$ cat config.mk
export PLATFORM = sky130hd
export DESIGN_NAME = word_memory_sequencer
export DESIGN_NICKNAME = d
export VERILOG_FILES = /design/src/rtl/cpu_bus_pkg.sv /design/src/rtl/byte_lane_select.sv /design/src/rtl/word_memory_sequencer.sv
export SDC_FILE = /design/constraint.sdc
export NUM_CORES = 1
export LEC_CHECK = 0
export ABC_AREA = 1
export BUFFER_PORTS_ARGS = -buffer_cell sky130_fd_sc_hd__buf_2
export CAP_MARGIN = 20
export CORE_ASPECT_RATIO = 1.4
export CORE_MARGIN = 2
export CORE_UTILIZATION = 25
export CTS_BUF_LIST = sky130_fd_sc_hd__clkbuf_4 sky130_fd_sc_hd__clkbuf_8
export CTS_CLUSTER_SIZE = 30
export DETAILED_ROUTE_END_ITERATION = 7
export PLACE_DENSITY_LB_ADDON = 0.12
export SLEW_MARGIN = 15
export SYNTH_ARGS = -nofsm -noshare
export SYNTH_HDL_FRONTEND = slang
export SYNTH_HIERARCHICAL = 1
export SYNTH_SLANG_ARGS = --single-unit
$ cat constraint.sdc
create_clock -name Clock -period 2.3 [get_ports Clock]
set_input_delay 0.115 -clock Clock [delete_from_list [all_inputs] [get_ports Clock]]
set_output_delay 0.115 -clock Clock [all_outputs]
set_load 0.01 [all_outputs]
$ cat src/rtl/cpu_bus_pkg.sv
// Shared definitions for the word-to-byte memory sequencer.
package cpu_bus_pkg;

  localparam int unsigned BYTE_W = 8;

  typedef enum logic [1:0] {
    IDLE,
    XFER,
    DRAIN,
    RESP
  } state_t;

endpackage

$ cat src/rtl/byte_lane_select.sv
// Picks logical byte `lane` out of a word, honouring the configured endianness.
module byte_lane_select
  import cpu_bus_pkg::*;
#(
  parameter int unsigned DATA_W     = 16,
  parameter int unsigned BIG_ENDIAN = 0
) (
  input  logic [DATA_W-1:0] word,
  input  logic [3:0]        lane,
  output logic [BYTE_W-1:0] byte_sel
);

  localparam int unsigned N = DATA_W / BYTE_W;

  // Scan physical byte slots and return the one that holds logical byte `lane`.
  always_comb begin
    byte_sel = '0;
    for (int unsigned p = 0; p < N; p++) begin
      if (lane == 4'((BIG_ENDIAN != 0) ? (N - 1 - p) : p)) begin
        byte_sel = word[BYTE_W*p +: BYTE_W];
      end
    end
  end

endmodule

$ cat src/rtl/word_memory_sequencer.sv
// Splits word read/write requests into byte strobes on an 8-bit memory port.
module word_memory_sequencer
  import cpu_bus_pkg::*;
#(
  parameter int unsigned DATA_W     = 16,
  parameter int unsigned ADDR_W     = 16,
  parameter int unsigned BIG_ENDIAN = 0
) (
  input  logic              Clock,
  input  logic              Reset,
  input  logic              Req_Valid,
  output logic              Req_Ready,
  input  logic              Req_Write,
  input  logic [ADDR_W-1:0] Req_Address,
  input  logic [DATA_W-1:0] Req_WData,
  output logic              Rsp_Valid,
  output logic [DATA_W-1:0] Rsp_RData,
  output logic              Mem_CS,
  output logic              Mem_WR,
  output logic [ADDR_W-1:0] Mem_Address,
  output logic [7:0]        Mem_Data,
  input  logic [7:0]        Mem_Out
);

  localparam int unsigned N      = DATA_W / BYTE_W;
  localparam logic [3:0]  LAST_K = 4'(N - 1);

  state_t              state;
  logic [3:0]          k;
  logic [3:0]          next_k;
  logic                write_q;
  logic [ADDR_W-1:0]   addr_q;
  logic [DATA_W-1:0]   wdata_q;
  logic [DATA_W-1:0]   sel_word;
  logic [3:0]          sel_lane;
  logic [BYTE_W-1:0]   wr_byte;
  logic                cap_pending;
  logic [3:0]          cap_k;
  logic [DATA_W-1:0]   slot_index;
  logic [BYTE_W-1:0]   cap_slot;

  assign next_k = k + 4'd1;

  // Byte to drive next: byte 0 of the incoming word on accept, else byte k+1 of the latched word.
  always_comb begin
    sel_word = (state == IDLE) ? Req_WData : wdata_q;
    sel_lane = (state == IDLE) ? 4'd0 : next_k;
  end

  byte_lane_select #(
    .DATA_W     (DATA_W),
    .BIG_ENDIAN (BIG_ENDIAN)
  ) write_lane (
    .word     (sel_word),
    .lane     (sel_lane),
    .byte_sel (wr_byte)
  );

  // Word whose byte p holds the value p: selecting lane k from it yields the
  // physical slot that logical byte k occupies, so the same selector targets read lanes.
  always_comb begin
    slot_index = '0;
    for (int unsigned p = 0; p < N; p++) begin
      slot_index[BYTE_W*p +: BYTE_W] = 8'(p);
    end
  end

  byte_lane_select #(
    .DATA_W     (DATA_W),
    .BIG_ENDIAN (BIG_ENDIAN)
  ) read_lane (
    .word     (slot_index),
    .lane     (cap_k),
    .byte_sel (cap_slot)
  );

  // Sequencer FSM with registered handshake and memory-port outputs.
  always_ff @(posedge Clock) begin
    if (Reset) begin
      state       <= IDLE;
      k           <= '0;
      write_q     <= 1'b0;
      addr_q      <= '0;
      wdata_q     <= '0;
      Req_Ready   <= 1'b1;
      Rsp_Valid   <= 1'b0;
      Mem_CS      <= 1'b0;
      Mem_WR      <= 1'b0;
      Mem_Address <= '0;
      Mem_Data    <= '0;
    end else begin
      case (state)
        IDLE: begin
          if (Req_Valid && Req_Ready) begin
            state       <= XFER;
            k           <= '0;
            write_q     <= Req_Write;
            addr_q      <= Req_Address;
            wdata_q     <= Req_WData;
            Req_Ready   <= 1'b0;
            Mem_CS      <= 1'b1;
            Mem_WR      <= Req_Write;
            Mem_Address <= Req_Address;
            Mem_Data    <= Req_Write ? wr_byte : '0;
          end
        end
        XFER: begin
          if (k == LAST_K) begin
            k           <= '0;
            Mem_CS      <= 1'b0;
            Mem_WR      <= 1'b0;
            Mem_Address <= '0;
            Mem_Data    <= '0;
            if (write_q) begin
              state     <= RESP;
              Rsp_Valid <= 1'b1;
            end else begin
              state     <= DRAIN;
            end
          end else begin
            k           <= next_k;
            Mem_Address <= addr_q + ADDR_W'(next_k);
            Mem_Data    <= write_q ? wr_byte : '0;
          end
        end
        DRAIN: begin
          state     <= RESP;
          Rsp_Valid <= 1'b1;
        end
        RESP: begin
          state     <= IDLE;
          Rsp_Valid <= 1'b0;
          Req_Ready <= 1'b1;
        end
        default: state <= IDLE;
      endcase
    end
  end

  // Capture each read byte one cycle after its strobe into its endian-mapped lane.
  always_ff @(posedge Clock) begin
    if (Reset) begin
      cap_pending <= 1'b0;
      cap_k       <= '0;
      Rsp_RData   <= '0;
    end else begin
      cap_pending <= (state == XFER) && !write_q;
      cap_k       <= k;
      if (cap_pending) begin
        for (int unsigned p = 0; p < N; p++) begin
          if (cap_slot == 8'(p)) begin
            Rsp_RData[BYTE_W*p +: BYTE_W] <= Mem_Out;
          end
        end
      end
    end
  end

endmodule

---- After elaboration in Yosys (flattened, before gate mapping) ----
Index checks and enable logic that the tools add are counted.
word-level totals
  flip-flop bits (word level) ............. 88
  input port bits ......................... 44
  output and inout bits ................... 44
  logic and storage cells ................. 74
cells by class
  add/sub/neg operators ................... 2
  eq/ne operators ......................... 10
  muxes and demuxes ....................... 30
  reduce and logical (&&, ||, !) cells .... 17
operator list
  operator             count
  $mux 16              3
  $mux 8               6
  $pmux 16 s2          1
  $add 16x4->16        1
  $pmux 8 s2           1
  $eq 4x1->1 const B   3
  $mux 4               3
  $reduce_and 2->1     6
  $eq 8x1->1 const B   1
  $logic_not 8->1      1
  $mux 1               8
  $pmux 2 s4           1
  $pmux 4 s2           1
  $pmux 1 s2           3
  $reduce_and 3->1     2
  $add 4x1->4 const B  1
  $eq 2x2->1 const B   2
  $logic_not 4->1      1
  $mux 2               2
  $ne 2x2->1 const B   2
  $reduce_bool 2->1    2
  $pmux 1 s3           1
  $reduce_bool 3->1    1
  $eq 2x1->1 const B   1
  other kinds (4)      5

---- Logic depth before layout (Yosys ltp) ----
Gate-level depths: netlist (run 1).
  word-level depth ........................ 8
  depth in mapped cells ................... 13
  mapped depth without buffers ............ 13

---- Modules after synthesis ----
Netlist (run 1), hierarchy kept.
by module, submodules not included
  module                 times used  cells an instance  area an instance (µm²)  sequential area each (µm²)
  word_memory_sequencer  1           565                4092.7                  1761.7
  byte_lane_select       2           29                 142.6                   0.0

---- Worst setup path after synthesis (run 1) ----
Ideal clock, no wire load.
  kind .................................... register -> register
  start ................................... register state[1]
  end ..................................... register Mem_Data[0]
  setup time .............................. 57 ps
  data arrival time ....................... 1941 ps
  required time ........................... 2243 ps
  setup slack ............................. 302 ps
  stages on the path, launching flop included .. 13
  buffers on the path ..................... 2
  clock period less this slack ............ 1998 ps
  cells stage by stage .................... dfxtp_1 inv_1 ha_1 buf_4 clkbuf_1 nor2_1 nor2_1 nand3_1 nand2_1 inv_1 o21ai_0 o211ai_1 inv_1
between the ends
  longest elaborated chain between the ends .. 8
  elaborated cells between the ends (all ways) .. 16
  classes of those cells .................. 3 x eq/ne; 9 x mux; 4 x reduce/logical
RTL lines
  item                       line                                                        source
  start: declaration         word_memory_sequencer.sv:28                                 state_t state;
  start signal: assignment   word_memory_sequencer.sv:80                                 state <= IDLE;
  start signal: assignment   word_memory_sequencer.sv:95                                 state <= XFER;
  start signal: assignment   word_memory_sequencer.sv:115                                state <= RESP;
  $logic_not 2->1 *          word_memory_sequencer.sv:47                                 sel_lane = (state == IDLE) ? 4'd0 : next_k;
  $mux 4 *                   word_memory_sequencer.sv:47
  via sel_lane[1]            word_memory_sequencer.sv:35                                 logic [3:0] sel_lane;
  $logic_not 4->1            byte_lane_select.sv:19                                      if (lane == 4'((BIG_ENDIAN != 0) ? (N - 1 - p) : p)) begin
  $mux 8                     byte_lane_select.sv:19
  $mux 8 *                   byte_lane_select.sv:19
  via wr_byte[0]             word_memory_sequencer.sv:36                                 logic [BYTE_W-1:0] wr_byte;
  $mux 8 (on tied branches)  word_memory_sequencer.sv:123, word_memory_sequencer.sv:104
  $mux 8 (on tied branches)  word_memory_sequencer.sv:108, word_memory_sequencer.sv:94
  $pmux 8 s2 *               word_memory_sequencer.sv:92                                 case (state)
  end signal: assignment     word_memory_sequencer.sv:104                                Mem_Data <= Req_Write ? wr_byte : '0;
  end signal: assignment     word_memory_sequencer.sv:123                                Mem_Data <= write_q ? wr_byte : '0;
  end: declaration           word_memory_sequencer.sv:21                                 output logic [7:0] Mem_Data,
Mark *: on every way through the listed nets, which the timed path passes. The rest lies on a longest branch. The select of a mux whose other input is x is not followed.
A chain may end at the register's enable or synchronous reset.

---- Worst setup path in the final report (run 1) ----
  start ................................... register k[0]
  end ..................................... register Mem_Address[13]
between the ends
  longest elaborated chain between the ends .. 4
  elaborated cells between the ends (all ways) .. 5
  classes of those cells .................. 2 x add/sub; 1 x eq/ne; 2 x mux
RTL lines
  item                      line                          source
  start: declaration        word_memory_sequencer.sv:29   logic [3:0] k;
  start signal: assignment  word_memory_sequencer.sv:121  k <= next_k;
  $add 4x1->4               word_memory_sequencer.sv:42   assign next_k = k + 4'd1;
  $add 16x4->16             word_memory_sequencer.sv:122  Mem_Address <= addr_q + ADDR_W'(next_k);
  $mux 16 *                 word_memory_sequencer.sv:108  if (k == LAST_K) begin
  $pmux 16 s2 *             word_memory_sequencer.sv:92
  end signal: assignment    word_memory_sequencer.sv:103  Mem_Address <= Req_Address;
  end signal: assignment    word_memory_sequencer.sv:122
  end: declaration          word_memory_sequencer.sv:20   output logic [ADDR_W-1:0] Mem_Address,
Mark *: on every way between the ends. The rest lies on a longest branch, timed or not.

==> results.md, run 1 <==
- Num CTS Buffers: 9
- Post-DR vias/cell: 4.50
- Final setup fails: 0
- Largest net degree at the start of global routing: 44
- TritonCTS clock tree: built
- Hold slack: 25.0 ps
- Hold Path Cell Cnt: 3
- Endpoints failing hold: 0
- Worst Path Required: 2610 ps
- Maxcap violations: 0
- Synth Register Bits: 88
- # fillers: 1933
- Core area: 17300 sq um
- Drt wl/cell: 13.7 um
- DR vias: 4353
- Bufs and invs on worst path: 1
- Ys Warns: 6
- Least-Margin Pin Slew: 554 ps
- Top Ports: 88
- RePlAce Congestion: 0.866
- Bufs on Longest Clock Path: 2
- Total Nets Final: 783
- Cell depth of the worst setup path: 10
- Initial Util: 0.254
- Clock H-tree levels: 3
- Synthesis-to-finish area growth: 23.4%
- Worst-path clk slew: 90 ps
- Sink Count: 88
- Port bufs: 87
- Pwr Density: 1040 nW/um^2
- Clk Latency, worst-skew pair: 380 ps
- Critical path arrival: 2410 ps
- Clk_skew: 12.1 ps
- Delay-heaviest family, CP: simple AND/OR/NAND/NOR gates
- Library cells used by synthesis: 32
- Reg area: 1760 sq um
- DRT iter0 DRCs: 173
- RSZ-0062 raised after global routing: false
- Worst-path fanout max: 6
- Critical Path End Type: flop
- Worst-case vdd ir drop: 0.431 mV
- Vias in the first global route: 4224
- Syn avg cell area: 7.03 sq um
- Layout Cells excl Fill: 968
- Die ar.: 18600 sq um
- Setup TNS: 0 ps
- Setup bufs post-CTS: 0
- Run status: finished, final reports clean
- Share of cells above drive strength 1: 0.184
- Row count: 57
- Die width: 116 um
- Die Ht: 161 um
- Area of the multi-input gates: 2260 sq um
- Slowest cell on crit path: dfxtp_1
- Slew Viols, Final: 0
- First-pass GRT wire length: 21500 um
- Post-route ant nets: 0
- Synthesized area: 4380 sq um
- Part of the cycle the worst path needs: 0.912
- Cells after Synth: 623
- Yosys top cell by area: dfxtp_1
- DRC viols: 0
- GRT Residual Overflow: 0
- Hold crit path type: in2reg
- Critical path's largest stage delay: 360 ps
- CTS root buffer: clkbuf_8
- Achievable clock frequency: 477 MHz
- Worst reg-to-reg path cell count: 10
- Most frequent CP cell: nand3_1
- Sequential element share of the synthesized area: 0.402
- CP Launch Type: flop
- Hpwl dp: 9740 um
- Critical path type: reg2reg
- P_leak: 2.48 nW
- Initial antenna violation count: 0
- All-Layer GR Usage: 0.146
- Placed insts: 945
- Critical-path cell list: ha_1 -> xnor2_1 -> inv_1 -> ha_2 -> or2_2 -> nand3_1 -> nand2_1 -> nand3_1 -> nand3_1 -> a21oi_1
- 1st-pass router iterations: 4
- Largest cells by area after synthesis: dfxtp_1, a21oi_1, nand2_1
- Final critical-path required period: 2100 ps
- N_diodes: 0
- Post-synth top area share: 0.402
- Final Routed Wirelength: 13300 um
- Slew margin rel.: 0.630
-- per-stage QoR --
step                utilization  cell area (sq um)  power [mW]  worst slack (ps)
floorplan                     -               4430        3.80               302
global placement          0.298               5150        4.67               213
detailed placement        0.298               5150        4.69               173
CTS                       0.312               5390        5.74               132
global route              0.313               5400        6.18              1.07
finish                    0.313               5400        5.64               202
-- cell usage after synthesis, drive strengths merged --
| library cell | n |
|---|---|
| a21oi | 88 |
| a221o | 1 |
| a22oi | 2 |
| a311oi | 1 |
| a32o | 2 |
| buf | 14 |
| clkbuf | 17 |
| clkinv | 2 |
| conb | 2 |
| dfxtp | 88 |
| fa | 1 |
| ha | 11 |
| inv | 71 |
| nand2 | 115 |
| nand3 | 85 |
| nand4 | 2 |
| nor2 | 30 |
| nor3 | 3 |
| nor3b | 1 |
| o211ai | 8 |
| o21ai | 73 |
| or2 | 2 |
| xnor2 | 1 |
| xor2 | 3 |
-- what timing repair did --
item	4_1_cts	5_1_grt
endpoints found under the hold margin	7	0
hold buffers	7	0
gates resized for setup	0	5
endpoints found under the setup margin	0	7
-- worst reg2reg max path: stages (launching register included) --
cell and delay (ps):
dfxtp_1 360, ha_1 220, xnor2_1 180, inv_1 100, ha_2 310, or2_2 300
nand3_1 110, nand2_1 120, nand3_1 100, nand3_1 80, a21oi_1 150
-- routing by layer --
| metal | up-vias | global-route usage | part of all wire |
|---|---|---|---|
| li1 | 2261 | - | - |
| met2 | 104 | 0.250 | 0.49 |
| met3 | 11 | 0.0260 | 0.047 |
| met1 | 1977 | 0.180 | 0.45 |
| met5 | - | 0 | 0 |
| met4 | 0 | 0.0595 | 0.017 |
-- placed cells by master, fill, tap and decap left out, types with 9 or more instances in the layout --
| master | synthesis | routed |
|---|---|---|
| nor2_1 | 25 | 25 |
| nand3_1 | 84 | 84 |
| o21ai_0 | 72 | 71 |
| a21oi_1 | 88 | 88 |
| buf_2 | 9 | 87 |
| dfxtp_1 | 88 | 88 |
| inv_1 | 71 | 71 |
| clkbuf_8 | 0 | 9 |
| nand2_1 | 114 | 113 |
| conb_1 | 2 | 16 |
| buf_4 | 5 | 15 |
| ha_1 | 11 | 9 |
-- kinds of logic after synthesis --
| family | share of synthesized area |
|---|---|
| simple gates | 0.245 |
| compound gates | 0.211 |
| buf+inv | 0.0960 |
| flops | 0.402 |
| fa+ha+maj | 0.0360 |
| xor+xnor | 0.00800 |
| other cells | 0.00172 |
-- final timing paths --
| path | start | to | slack [ps] |
|---|---|---|---|
| min | Mem_Out[7] | Rsp_RData[7] | 20 |
| min reg2reg | wdata_q[15] | wdata_q[15] | 450 |
| max reg2reg | k[0] | Mem_Address[13] | 200 |
| max | k[0] | Mem_Address[13] | 200 |
-- state kept, by name, summed over array words and instances, names as in the netlist, 2 cells and up --
name         count
Mem_Address     16
Rsp_RData       16
addr_q          16
wdata_q         16
Mem_Data         8
cap_k            4
k                4
state            2
-- power by group --
group	total (mW)	internal [mW]	switching, mW
clock network	0.988	0.392	0.595
registers	2.13	1.90	0.229
logic	2.52	0.876	1.64
total	5.64	3.17	2.47
-- cell type report --
| class | count | share of cell area |
|---|---|---|
| well taps | 236 | 0.0546 |
| multi-input cells | 445 | 0.419 |
| clock buffers | 9 | 0.0229 |
| clock inverters | 7 | 0.00880 |
| inverters | 73 | 0.0507 |
| repair buffers | 110 | 0.118 |
| flip-flops and latches | 88 | 0.326 |
(Power assumes the default switching activity.)
==> run 2: changes to the inputs <==
--- a/config.mk
+++ b/config.mk
@@ -5,7 +5,6 @@
 export SDC_FILE = /design/constraint.sdc
 export NUM_CORES = 1
 export LEC_CHECK = 0
-export ABC_AREA = 1
 export BUFFER_PORTS_ARGS = -buffer_cell sky130_fd_sc_hd__buf_2
 export CAP_MARGIN = 20
 export CORE_ASPECT_RATIO = 1.4
==> run 2 against run 1 <==
Against the previous run: critical path depth is 2 lower; critical endpoint is now Mem_Address[15]; wire length up 1.7%; register-to-register slack lost 96 ps; area after synthesis rose by 1.1%; worst hold slack improved by 69 ps; die area grew 1.0%; global-route usage is 0.073 points higher; first-iteration DRC count increased by 23%; clock skew is 9.8 ps higher; via count is 2.8% lower; synthesized cell count decreased by 16%.
==> results.md, run 2 <==
- Run status: finished, final reports clean
- Die width: 116 um (+0.51%)
- Final setup fails: 0 (unchanged)
- Area of the multi-input gates: 2540 sq um (+12%)
- Hold crit path type: in2reg
- Hold slack: 94.1 ps (+69.2 ps)
- Worst-path fanout max: 7 (+1)
- DRC viols: 0 (unchanged)
- Least-Margin Pin Slew: 679 ps (+125 ps)
- Pre-CTS setup slack: -56.4 ps (-230 ps)
- Share of cells above drive strength 1: 0.237 (+0.0525)
- CP Launch Type: flop
- Post-route ant nets: 0 (unchanged)
- FF-to-FF Start: k[0]
- Num CTS Buffers: 9 (unchanged)
- Yosys top cell by area: dfxtp_1
- Worst-path clk slew: 90 ps (about the same)
- Critical Path End Type: flop
- GRT Residual Overflow: 0 (unchanged)
- Commonest non-fill, non-tap cells in the layout: dfxtp_1, buf_2, nand2_1
- All-Layer GR Usage: 0.147 (+0.000727)
- Critical path type: reg2reg
- Clock H-tree levels: 3 (unchanged)
- Final critical-path required period: 2190 ps (+96.5 ps)
- R2r setup slk: 110 ps (-100 ps)
- WHS Endpoint: Req_Ready
- DRT iter0 DRCs: 212 (+23%)
- Cell depth of the worst setup path: 8 (-2)
- Synthesis-to-finish area growth: 34.0%
- Reg area: 1760 sq um (about the same)
- Cells after Synth: 524 (-16%)
- Die Ht: 161 um (+0.51%)
- Clk_skew: 21.9 ps (+9.81 ps)
- Hold Path Cell Cnt: 4 (+1)
- Sequential element share of the synthesized area: 0.398 (-0.00421)
- Post-synth top area share: 0.398 (-0.00421)
- Tot Pwr: 5.74 mW (+1.9%)
- Library cells used by synthesis: 55 (+72%)
- Slew margin rel.: 0.545 (-0.0846)
- Hold Crit Start: Req_Valid
- Vias in the first global route: 4181 (-1.0%)
- Async set-or-reset flop fraction in the synthesized netlist: 0 (unchanged)
- RSZ-0062 raised after global routing: true
- # fillers: 1843 (-4.7%)
- P_leak: 2.56 nW (+3.3%)
- Pwr Density: 969 nW/um^2 (-7.2%)
- Slowest cell on crit path: or4_1
- R2r endpoint: Mem_Address[15]
- Post-synth EDFFs: 0 (unchanged)
- Final Routed Wirelength: 13500 um (+1.7%)
- Die ar.: 18800 sq um (+1.0%)
- Critical path's largest stage delay: 400 ps (+40 ps)
- Total Nets Final: 722 (-7.8%)
- Final Core Density: 0.342 (+0.0291)
- Synthesized area: 4420 sq um (+1.1%)
- Port bufs: 87 (unchanged)
- Top Ports: 88 (unchanged)
- Most frequent CP cell: ha_1
- Endpoints failing hold: 0 (unchanged)
- Core area: 17300 sq um (+0.41%)
- Delay-heaviest family, CP: simple AND/OR/NAND/NOR gates
- Row count: 57 (unchanged)
- Bufs on Longest Clock Path: 2 (unchanged)
- Cell with the most instances after synthesis: dfxtp_1
- CTS root buffer: clkbuf_8
- Dominant synthesized flop cell: dfxtp_1
- Part of the cycle the worst path needs: 0.954 (+0.0419)
- Critical path arrival: 2500 ps (+90 ps)
- TritonCTS clock tree: built
- 1st-pass router iterations: 5 (+1)
- Worst Path Required: 2610 ps (about the same)
- Initial antenna violation count: 0 (unchanged)
- Hpwl dp: 9430 um (-3.2%)
- Synth Register Bits: 88 (unchanged)
- Bufs and invs on worst path: 1 (unchanged)
- Achievable clock frequency: 456 MHz (-4.4%)
- Ys Warns: 6 (unchanged)
- Placed Area: 5230 sq um (+1.7%)
- Sink Count: 88 (unchanged)
- Post-DR vias/cell: 4.66 (+3.7%)
- Cell area after layout: 5930 sq um (+9.7%)
- Syn avg cell area: 8.44 sq um (+20%)
- Maxcap violations: 0 (unchanged)
- Critical-path cell list: ha_1 -> xor2_1 -> ha_1 -> and3_1 -> a211oi_2 -> buf_4 -> or4_1 -> a31oi_1
- Largest cells by area after synthesis: dfxtp_1, mux2i_1, nand2_1
- Post-synth top cells: dfxtp_1, nand2_1, nor2_1, a21oi_1, mux2i_1
- Slew Viols, Final: 0 (unchanged)
- Clk Latency, worst-skew pair: 390 ps (about the same)
- Largest net degree at the start of global routing: 34 (-23%)
- Worst-case vdd ir drop: 0.429 mV (-0.53%)
- DR vias: 4229 (-2.8%)
- Post-route worst setup slack: 106 ps (-96.5 ps)
- N_diodes: 0 (unchanged)
- Initial Util: 0.255 (+0.00163)
- First-pass GRT wire length: 21500 um (about the same)
- Drt wl/cell: 14.9 um (+8.6%)
- Worst reg-to-reg path cell count: 8 (-2)
- RePlAce Congestion: 0.746 (-14%)
-- run 2: changes by cell type in the layout (fill, tap and decap cells not counted), moves of 16 or more --
| cell | before | now |
|---|---|---|
| mux2i_1 | 0 | 39 |
| nor2_1 | 25 | 57 |
| inv_1 | 71 | 11 |
| mux2_2 | 0 | 16 |
| dlygate4sd3_1 | 7 | 41 |
| nand2_1 | 113 | 76 |
| a21oi_1 | 88 | 49 |
| o21ai_0 | 71 | 5 |
| nand3_1 | 84 | 11 |
-- run 2: how the worst max path moves through the flow --
stage,start,end,slack [ps]
2_1_floorplan,k[2],Mem_Address[5],60
3_3_place_gp,k[1],Mem_Address[14],-3
3_5_place_dp,k[1],Mem_Address[14],-60
4_1_cts,k[1],Mem_Address[12],60
5_1_grt,k[1],Mem_Address[12],-10
6_report,k[0],Mem_Address[15],110
-- run 2: timing repair --
item | 4_1_cts | 5_1_grt
buffers inserted | 0 | 0
endpoints found under the setup margin | 1 | 9
gates resized for setup | 2 | 7
hold buffers | 41 | 0
hold endpoints to repair | 51 | 0
pin swaps | 0 | 0
-- run 2: routing by layer --
metal  vias up  track usage  part of all wire
met5         -            0                 0
met3        19       0.0274             0.046
met4         0       0.0590             0.018
met2       116        0.250              0.50
met1      1969        0.181              0.44
li1       2125            -                 -
-- run 2: tightest hold or removal path: stages --
cell and delay (ps):
buf_2 130, nand2_1 70, o22ai_1 70, nand2b_1 60
-- run 2: logic make-up (layout without fill, tap and decap cells) --
family | count (synthesis) | count (layout) | share of synthesized area
xor gates and xnor gates | 3 | 3 | 0.00594
and+or+nand+nor | 211 | 211 | 0.229
adders and majority gates | 12 | 12 | 0.0356
DFF | 88 | 88 | 0.398
buffers and inverters | 48 | 181 | 0.0475
other | 2 | 16 | 0.00170
muxes | 55 | 55 | 0.129
AOI/OAI and AO/OA | 105 | 105 | 0.153
-- run 2: power by group --
part / switching (mW) / leakage (nW) / internal, mW / total [mW]
registers: 0.218 / 0.718 / 1.82 / 2.04
logic: 1.37 / 1.72 / 0.985 / 2.35
clock network: 0.600 / 0.127 / 0.757 / 1.36
-- run 2: stage by stage --
stage / instances / TNS [ps]
global placement: 850 / -3.28
detailed placement: 850 / -56.4
floorplan: 538 / 0
finish: 907 / 0
global route: 907 / -29.5
CTS: 907 / 0
-- run 2: layout make-up --
type                    count  area share
clock inverters             6      0.0196
clock buffers              10      0.0232
well taps                 236      0.0498
multi-input cells         402       0.428
flip-flops and latches     88       0.297
repair buffers            154       0.176
inverters                  11     0.00696
==> run 3: changes to the inputs <==
--- a/config.mk
+++ b/config.mk
@@ -9,7 +9,7 @@
 export CAP_MARGIN = 20
 export CORE_ASPECT_RATIO = 1.4
 export CORE_MARGIN = 2
-export CORE_UTILIZATION = 25
+export CORE_UTILIZATION = 45
 export CTS_BUF_LIST = sky130_fd_sc_hd__clkbuf_4 sky130_fd_sc_hd__clkbuf_8
 export CTS_CLUSTER_SIZE = 30
 export DETAILED_ROUTE_END_ITERATION = 7
==> run 3 against run 2 <==
Against the previous run: via count fell by 0.12%; maximum frequency rose by 1.8%; worst hold slack got worse by 80 ps; clock power fell by 29%; cell area fell by 4.1%; global-route usage rose by 7.5 points; die area fell by 43%; sequential power barely moved.
==> results.md, run 3 (synthesis gave the netlist of run 2 again) <==
- RePlAce Congestion: 0.852 (+14%)
- 1st-pass router iterations: 4 (-1)
- GRT Residual Overflow: 0 (unchanged)
- Leading cell type in the layout, fill and taps excluded: buf_2
- Sink Count: 88 (unchanged)
- Run status: finished, final reports clean
- N_diodes: 0 (unchanged)
- Row count: 42 (-26%)
- Die ar.: 10700 sq um (-43%)
- Worst-path clk slew: 90 ps (about the same)
- Port bufs: 87 (unchanged)
- Met2 Routed Length: 5850 um (-13%)
- Final critical-path required period: 2160 ps (-38.5 ps)
- DR vias: 4224 (-0.12%)
- # fillers: 882 (-52%)
- Bufs on Longest Clock Path: 2 (unchanged)
- Worst-path fanout max: 4 (-3)
- Critical path arrival: 2380 ps (-120 ps)
- Post-route ant nets: 0 (unchanged)
- Endpoints failing hold: 0 (unchanged)
- DRT iter0 DRCs: 208 (-1.9%)
- Met3 wire length: 589 um (-5.5%)
- Largest net degree at the start of global routing: 33 (-2.9%)
- Worst-case vdd ir drop: 0.431 mV (+0.52%)
- Part of the cycle the worst path needs: 0.937 (-0.0168)
- Commonest non-fill, non-tap cells in the layout: buf_2, dfxtp_1, nand2_1
- All-Layer GR Usage: 0.222 (+0.0747)
- Critical path type: reg2reg
- Synthesis-to-finish area growth: 28.6%
- Initial antenna violation count: 0 (unchanged)
- Final setup fails: 0 (unchanged)
- Vias in the first global route: 4047 (-3.2%)
- Slew margin rel.: 0.552 (+0.00695)
- P_leak: 2.50 nW (-2.5%)
- Die Ht: 121 um (-25%)
- Clock H-tree levels: 3 (unchanged)
- Num CTS Buffers: 9 (unchanged)
- First-pass GRT wire length: 18600 um (-13%)
- Total Nets Final: 719 (-0.42%)
- CTS root buffer: clkbuf_8
- Die width: 87.8 um (-25%)
- Top Ports: 88 (unchanged)
- Drt wl/cell: 14.4 um (-2.9%)
- Achievable clock frequency: 464 MHz (+1.8%)
- Hold crit path type: in2reg
- Hpwl dp: 8090 um (-14%)
- Slew Viols, Final: 0 (unchanged)
- Post-DR vias/cell: 5.28 (+13%)
- Worst Path Required: 2520 ps (-90 ps)
- TritonCTS clock tree: built
- Pwr Density: 927 nW/um^2 (-4.3%)
- Share of cells above drive strength 1: 0.240 (+0.00256)
- Hold Crit Start: Req_Write
- Metal1 wirelength: 4980 um (-16%)
- Clk_skew: 14.1 ps (-7.83 ps)
- FF-to-FF Start: k[1]
- Worst reg-to-reg path cell count: 9 (+1)
- Clk Latency, worst-skew pair: 370 ps (-20 ps)
- Initial Util: 0.465 (+0.210)
- Core area: 9510 sq um (-45%)
- Setup TNS: 0 ps (unchanged)
- DRC viols: 0 (unchanged)
- Final Routed Wirelength: 11600 um (-14%)
- Hold Path Cell Cnt: 3 (-1)
- Hold slack: 13.8 ps (-80.4 ps)
- Least-Margin Pin Slew: 671 ps (-7.91 ps)
- Critical Path End Type: flop
- Maxcap violations: 0 (unchanged)
- CP startpoint: k[1]
- CP Launch Type: flop
- Max layer used: met4
-- run 3: what timing repair did --
item | CTS | global route
buffers inserted | 0 | 1
hold endpoints to repair | 39 | 0
gates cloned | 0 | 0
resized for setup | 0 | 10
hold buffers | 37 | 0
setup endpoints to repair | 1 | 15
-- run 3: through the flow --
step / total power, mW / std cells / worst slack (ps) / utilization / cell area, sq um
floorplan: 3.53 / 538 / 62.5 / - / 4480
global placement: 4.25 / 746 / 53.1 / 0.537 / 5100
detailed placement: 4.29 / 746 / 15.5 / 0.537 / 5100
CTS: 5.30 / 799 / -5.47 / 0.594 / 5650
global route: 5.66 / 800 / -26.1 / 0.598 / 5690
finish: 5.28 / 800 / 144 / 0.598 / 5690
-- run 3: routing by layer --
metal | track usage | vias up
met5 | 0 | -
met4 | 0.0769 | 0
met3 | 0.0463 | 9
met2 | 0.384 | 118
met1 | 0.268 | 1995
li1 | - | 2102
-- run 3: power breakdown --
group          total [mW]  switching (mW)  internal [mW]
sequential           2.03           0.212           1.82
clock               0.963           0.574          0.389
combinational        2.28            1.30          0.985
total                5.28            2.08           3.19
-- run 3: layout make-up --
cell class	count	area, sq um	share of cell area
Clock buffer	9	124	0.0218
Clock inverter	7	48.8	0.00858
Timing Repair Buffer	151	1010	0.177
Inverter	11	41.3	0.00726
Multi-Input combinational cell	402	2540	0.446
Sequential cell	88	1760	0.310
Tap cell	132	165	0.0290
-- run 3: path summary, 6_finish.rpt --
check / endpoint / slack, ps
min: Mem_WR / 10
max reg2reg: Mem_Address[10] / 140
min reg2reg: wdata_q[9] / 460
max: Mem_Address[10] / 140
-- run 3: critical path: stages, from the launching register on --
cell and delay (ps):
dfxtp_2 360, inv_1 60, ha_1 290, inv_1 140
fa_1 240, nand3_1 150, buf_4 180, a211oi_1 270
mux2i_1 230, a211oi_1 90
